## src/rtl/shift_word_rx_pkg.sv

```systemverilog
// shift_word_rx_pkg: shared serial-link direction constants and counter sizing
package shift_word_rx_pkg;
  localparam logic DIR_MSB_FIRST = 1'b0;
  localparam logic DIR_LSB_FIRST = 1'b1;
  function automatic int cnt_w(input int size);
    return $clog2(size);
  endfunction
endpackage

```

## src/rtl/shift_word_rx_word_hold_buf.sv

```systemverilog
// word_hold_buf: one-entry valid/ready hold register that drops words arriving while full
module word_hold_buf #(
  parameter int w = 8
) (
  input  logic         clk,
  input  logic         rst,
  input  logic         load,
  input  logic [w-1:0] din,
  input  logic         rdy,
  output logic [w-1:0] dout,
  output logic         vld,
  output logic         drop
);
  logic xfer;
  always_comb begin
    xfer = vld & rdy;
    drop = load & vld & ~xfer;
  end
  always_ff @(posedge clk) begin
    if (rst) begin
      dout <= '0;
      vld  <= 1'b0;
    end else if (load & (~vld | xfer)) begin
      dout <= din;
      vld  <= 1'b1;
    end else if (xfer) begin
      vld <= 1'b0;
    end
  end
endmodule

```

## src/rtl/shift_word_rx.sv

```systemverilog
// shift_word_rx: serial-to-parallel receiver with sof resync and a one-entry output buffer
module shift_word_rx
  import shift_word_rx_pkg::*;
#(
  parameter int size = 8
) (
  input  logic            clk,
  input  logic            rst,
  input  logic            srl_in,
  input  logic            srl_vld,
  input  logic            sof,
  input  logic            dir,
  input  logic            word_rdy,
  input  logic            err_clr,
  output logic [size-1:0] word_out,
  output logic            word_vld,
  output logic            busy,
  output logic            ovf,
  output logic            sync_err
);
  localparam int CW = cnt_w(size);
  logic [size-1:0] sh, base, sh_nx;
  logic [CW-1:0] cnt, cnt_b, cnt_nx;
  logic dir_q, dir_eff, done, drop, sync_set;
  always_comb begin
    dir_eff  = (cnt == '0 || sof) ? dir : dir_q;
    base     = sof ? '0 : sh;
    cnt_b    = sof ? '0 : cnt;
    sh_nx    = (dir_eff == DIR_LSB_FIRST) ? {srl_in, base[size-1:1]} : {base[size-2:0], srl_in};
    done     = srl_vld & (cnt_b == CW'(size - 1));
    cnt_nx   = done ? '0 : cnt_b + CW'(1);
    sync_set = srl_vld & sof & (cnt != '0);
    busy     = cnt != '0;
  end
  always_ff @(posedge clk) begin
    if (rst) begin
      sh       <= '0;
      cnt      <= '0;
      dir_q    <= DIR_MSB_FIRST;
      ovf      <= 1'b0;
      sync_err <= 1'b0;
    end else begin
      if (srl_vld) begin
        sh    <= sh_nx;
        cnt   <= cnt_nx;
        dir_q <= dir_eff;
      end
      ovf      <= drop | (ovf & ~err_clr);
      sync_err <= sync_set | (sync_err & ~err_clr);
    end
  end
  word_hold_buf #(.w(size)) u_hold (
    .clk (clk),
    .rst (rst),
    .load(done),
    .din (sh_nx),
    .rdy (word_rdy),
    .dout(word_out),
    .vld (word_vld),
    .drop(drop)
  );
endmodule

```

## config.mk

```make
export PLATFORM = sky130hd
export DESIGN_NAME = shift_word_rx
export DESIGN_NICKNAME = d
export VERILOG_FILES = /design/src/rtl/shift_word_rx_pkg.sv /design/src/rtl/shift_word_rx_word_hold_buf.sv /design/src/rtl/shift_word_rx.sv
export SDC_FILE = /design/constraint.sdc
export NUM_CORES = 1
export LEC_CHECK = 0
export ABC_AREA = 1
export BUFFER_PORTS_ARGS = -buffer_cell sky130_fd_sc_hd__buf_2
export CORE_ASPECT_RATIO = 1.1
export CORE_UTILIZATION = 49
export CTS_CLUSTER_SIZE = 24
export DETAILED_ROUTE_END_ITERATION = 10
export PLACE_DENSITY = 0.71
export SETUP_SLACK_MARGIN = 0.05
export SLEW_MARGIN = 20
export SYNTH_ARGS = -nofsm -noshare
export SYNTH_HDL_FRONTEND = slang
export SYNTH_SLANG_ARGS = --single-unit
export TNS_END_PERCENT = 1
```

## constraint.sdc

```tcl
create_clock -name clk -period 1.72 [get_ports clk]
set_input_delay 0.344 -clock clk [delete_from_list [all_inputs] [get_ports clk]]
set_output_delay 0.344 -clock clk [all_outputs]
set_load 0.05 [all_outputs]
```

==> out/metrics.csv <==
metric,value,unit
grt total ovfl,0,
YS warnings,0,
CTS max path bufs,2,
post-synthesis instance area,1244,um2
"Hold Violations, Final",0,
Worst VDD drop,0.4318,mV
vias,1157,
RSZ-0062 raised after global routing,false,
share of the synthesized area in the top cell type,37.02,%
CTS tree,done,
syn avg cell area,6.871,um2
"Worst Setup Slack, final",212.5,ps
post-synthesis cell type count,17,
Max Freq,0.6633,GHz
clk sinks,23,
Post-Syn Instances,181,
Initial Utilization,53.61,%
DR pass1 iterations,4,
Post-Place Worst Slack,49.26,ps
H-tree depth,1,
Worst Path Arrival,1730,ps
measured slew at the worst slew-check pin,394.4,ps
CP endpoint kind,register,
Max-slew headroom,73.71,%
status,completed,
gr usage total,19.24,%
"top cells by area, synth","dfxtp_1 37%, nand3_1 10%, inv_1 9.4%",
Layout Nets,211,
Leak,0.7300,nW
Max-Cap Viols,0,
"EDFF count, synth",0,
placed wire-length estimate,1714,um
Vias/cell,5.030,
# port buffers,19,
CP Launch Type,register,
Hold Crit Depth,4,
area of the core,2320,um2
type of the tightest min-delay check,primary input to register,
vias in the first global route,960,
largest net degree at the start of global routing,24,
DRT iter0 DRCs,27,
leading cell types by count after synthesis,"31 x inv_1, 28 x nand2_1, 27 x nor2_1",
Most used DFF post-synth,dfxtp_1,
diode count,0,
TNS Setup,0,ps
critical path data required time,1940,ps
Final GP Congestion,0.8907,
share of cells above drive strength 1,25.00,%
sequential element share of the synthesized area,37.02,%
Worst Skew,0.5426,ps
IO Pins,20,
Synthesized Nets,191,
Register-to-Register Path Depth,12,
Area growth syn-to-layout,11.57,%
Yosys reg bits,23,
die area,2744,um2
cts hold-fix bufs,0,
final setup vio count,0,
antenna violations before repair,0,
number of remaining DRC errors,0,
Synth area leader,dfxtp_1,
max-slew violation count,0,
Final ANT Viol Nets,0,
std cell rows,18,
Setup CP Type,register to register,
clock root cell,clkbuf_4,
Tmin final,1508,ps
part of the cycle the worst path needs,87.65,%
WHS,289.1,ps
overall die height,54.84,um
number of CTS-inserted buffers,3,
first-pass GRT wire length,3891,um
Async SR Flop Fraction,0,%
FILL cells,221,
WL final,2414,um
wire per inst,10.50,um
die width,50.04,um
Pwr per Cell Area,685.0,nW/um2
"Clk Latency, worst-skew pair",300,ps
clk slew on worst S/H paths,120,ps
most frequent cell after synthesis,inv_1,
CP max FO,16,
report_power, final:
part | leakage (nW) | total (W) | switching, W | internal (W)
logic | 0.524 | 0.000149 | 0.000102 | 0.0000466
clock network | 0.0177 | 0.000245 | 0.000159 | 0.0000868
registers | 0.188 | 0.000557 | 0.00000670 | 0.000550
total | 0.730 | 0.000951 | 0.000267 | 0.000683
per-layer routing:
| metal | GRT usage [%] | wire length [um] | vias up | share of wire [%] |
|---|---|---|---|---|
| met2 | 34.22 | 1208 | 44 | 50 |
| li1 | - | - | 597 | - |
| met3 | 3.056 | 130 | 10 | 5.4 |
| met4 | 13.81 | 68 | 0 | 2.8 |
| met1 | 21.17 | 1006 | 506 | 42 |
| met5 | 0 | 0 | - | 0 |
kinds of logic (layout without fill, tap and decap cells):
family	after synthesis	after routing	share of synthesized area [%]
AO/OA/AOI/OAI	15	15	6.036
flip-flops	23	23	37.02
adder cells (fa/ha/maj)	2	2	2.012
AND/OR/NAND/NOR	98	98	40.85
buffers and inverters	43	62	14.08
flip-flops by register name, indices dropped and copies added (netlist names):
signal and cells:
cnt 3, dir_q 1, ovf 1, sh 8
sync_err 1, u_hold.dout 8, u_hold.vld 1
metrics by stage:
step	power (W)	instance area (um2)	instances	utilization (%)
after floorplan	0.0006806	1244	181	-
after global placement	0.0007125	1358	226	58.52
after detailed placement	0.0007155	1358	226	58.52
after CTS	0.0009593	1385	230	59.71
after global routing	0.001006	1388	230	59.82
final	0.0009506	1388	230	59.82
layout by cell type (no fill, tap or decap):
master / synthesis / final
nand3_2: 9 / 9
buf_4: 0 / 2
nor2_1: 27 / 27
inv_2: 5 / 5
buf_2: 3 / 19
inv_4: 1 / 1
nand3_1: 26 / 26
nand2_4: 4 / 4
inv_1: 31 / 31
nor2_2: 2 / 2
dfxtp_2: 0 / 2
nand3_4: 1 / 1
nand2_1: 28 / 28
clkbuf_4: 0 / 3
a21oi_1: 15 / 15
nand2_2: 1 / 1
dfxtp_1: 23 / 21
ha_1: 2 / 2
clkinv_2: 0 / 1
worst paths after layout:
check | from | endpoint | slack [ps]
worst max-delay path | cnt[0] | u_hold.dout[2] | 210
worst min-delay path | err_clr | sync_err | 290
worst max register to register | cnt[0] | u_hold.dout[2] | 210
worst min register to register | sync_err | sync_err | 470
worst max-delay path: stages, from the launching register on:
cell and delay [ps]:
dfxtp_2 350, nand2_1 90, inv_1 40, ha_1 180
ha_1 210, nand2_1 100, inv_2 50, nand2_2 80
inv_4 80, nor2_1 90, nor2_1 50, nand2_1 80
inv_1 40
what timing repair did:
action / in CTS / in global routing
gates resized for setup: 0 / 2
endpoints found under the setup margin: 0 / 3
setup buffers: 0 / 0
cell type report:
| type | instances | area, um2 | area share (%) |
|---|---|---|---|
| Inverter | 37 | 141.4 | 10.19 |
| Tap cell | 30 | 37.54 | 2.705 |
| Clock inverter | 1 | 5.005 | 0.3607 |
| Clock buffer | 3 | 22.52 | 1.623 |
| Sequential cell | 23 | 462.9 | 33.36 |
| Multi-Input combinational cell | 115 | 608.1 | 43.82 |
| Timing Repair Buffer | 21 | 110.1 | 7.935 |
No activity file was read; power rests on OpenSTA's default activity.
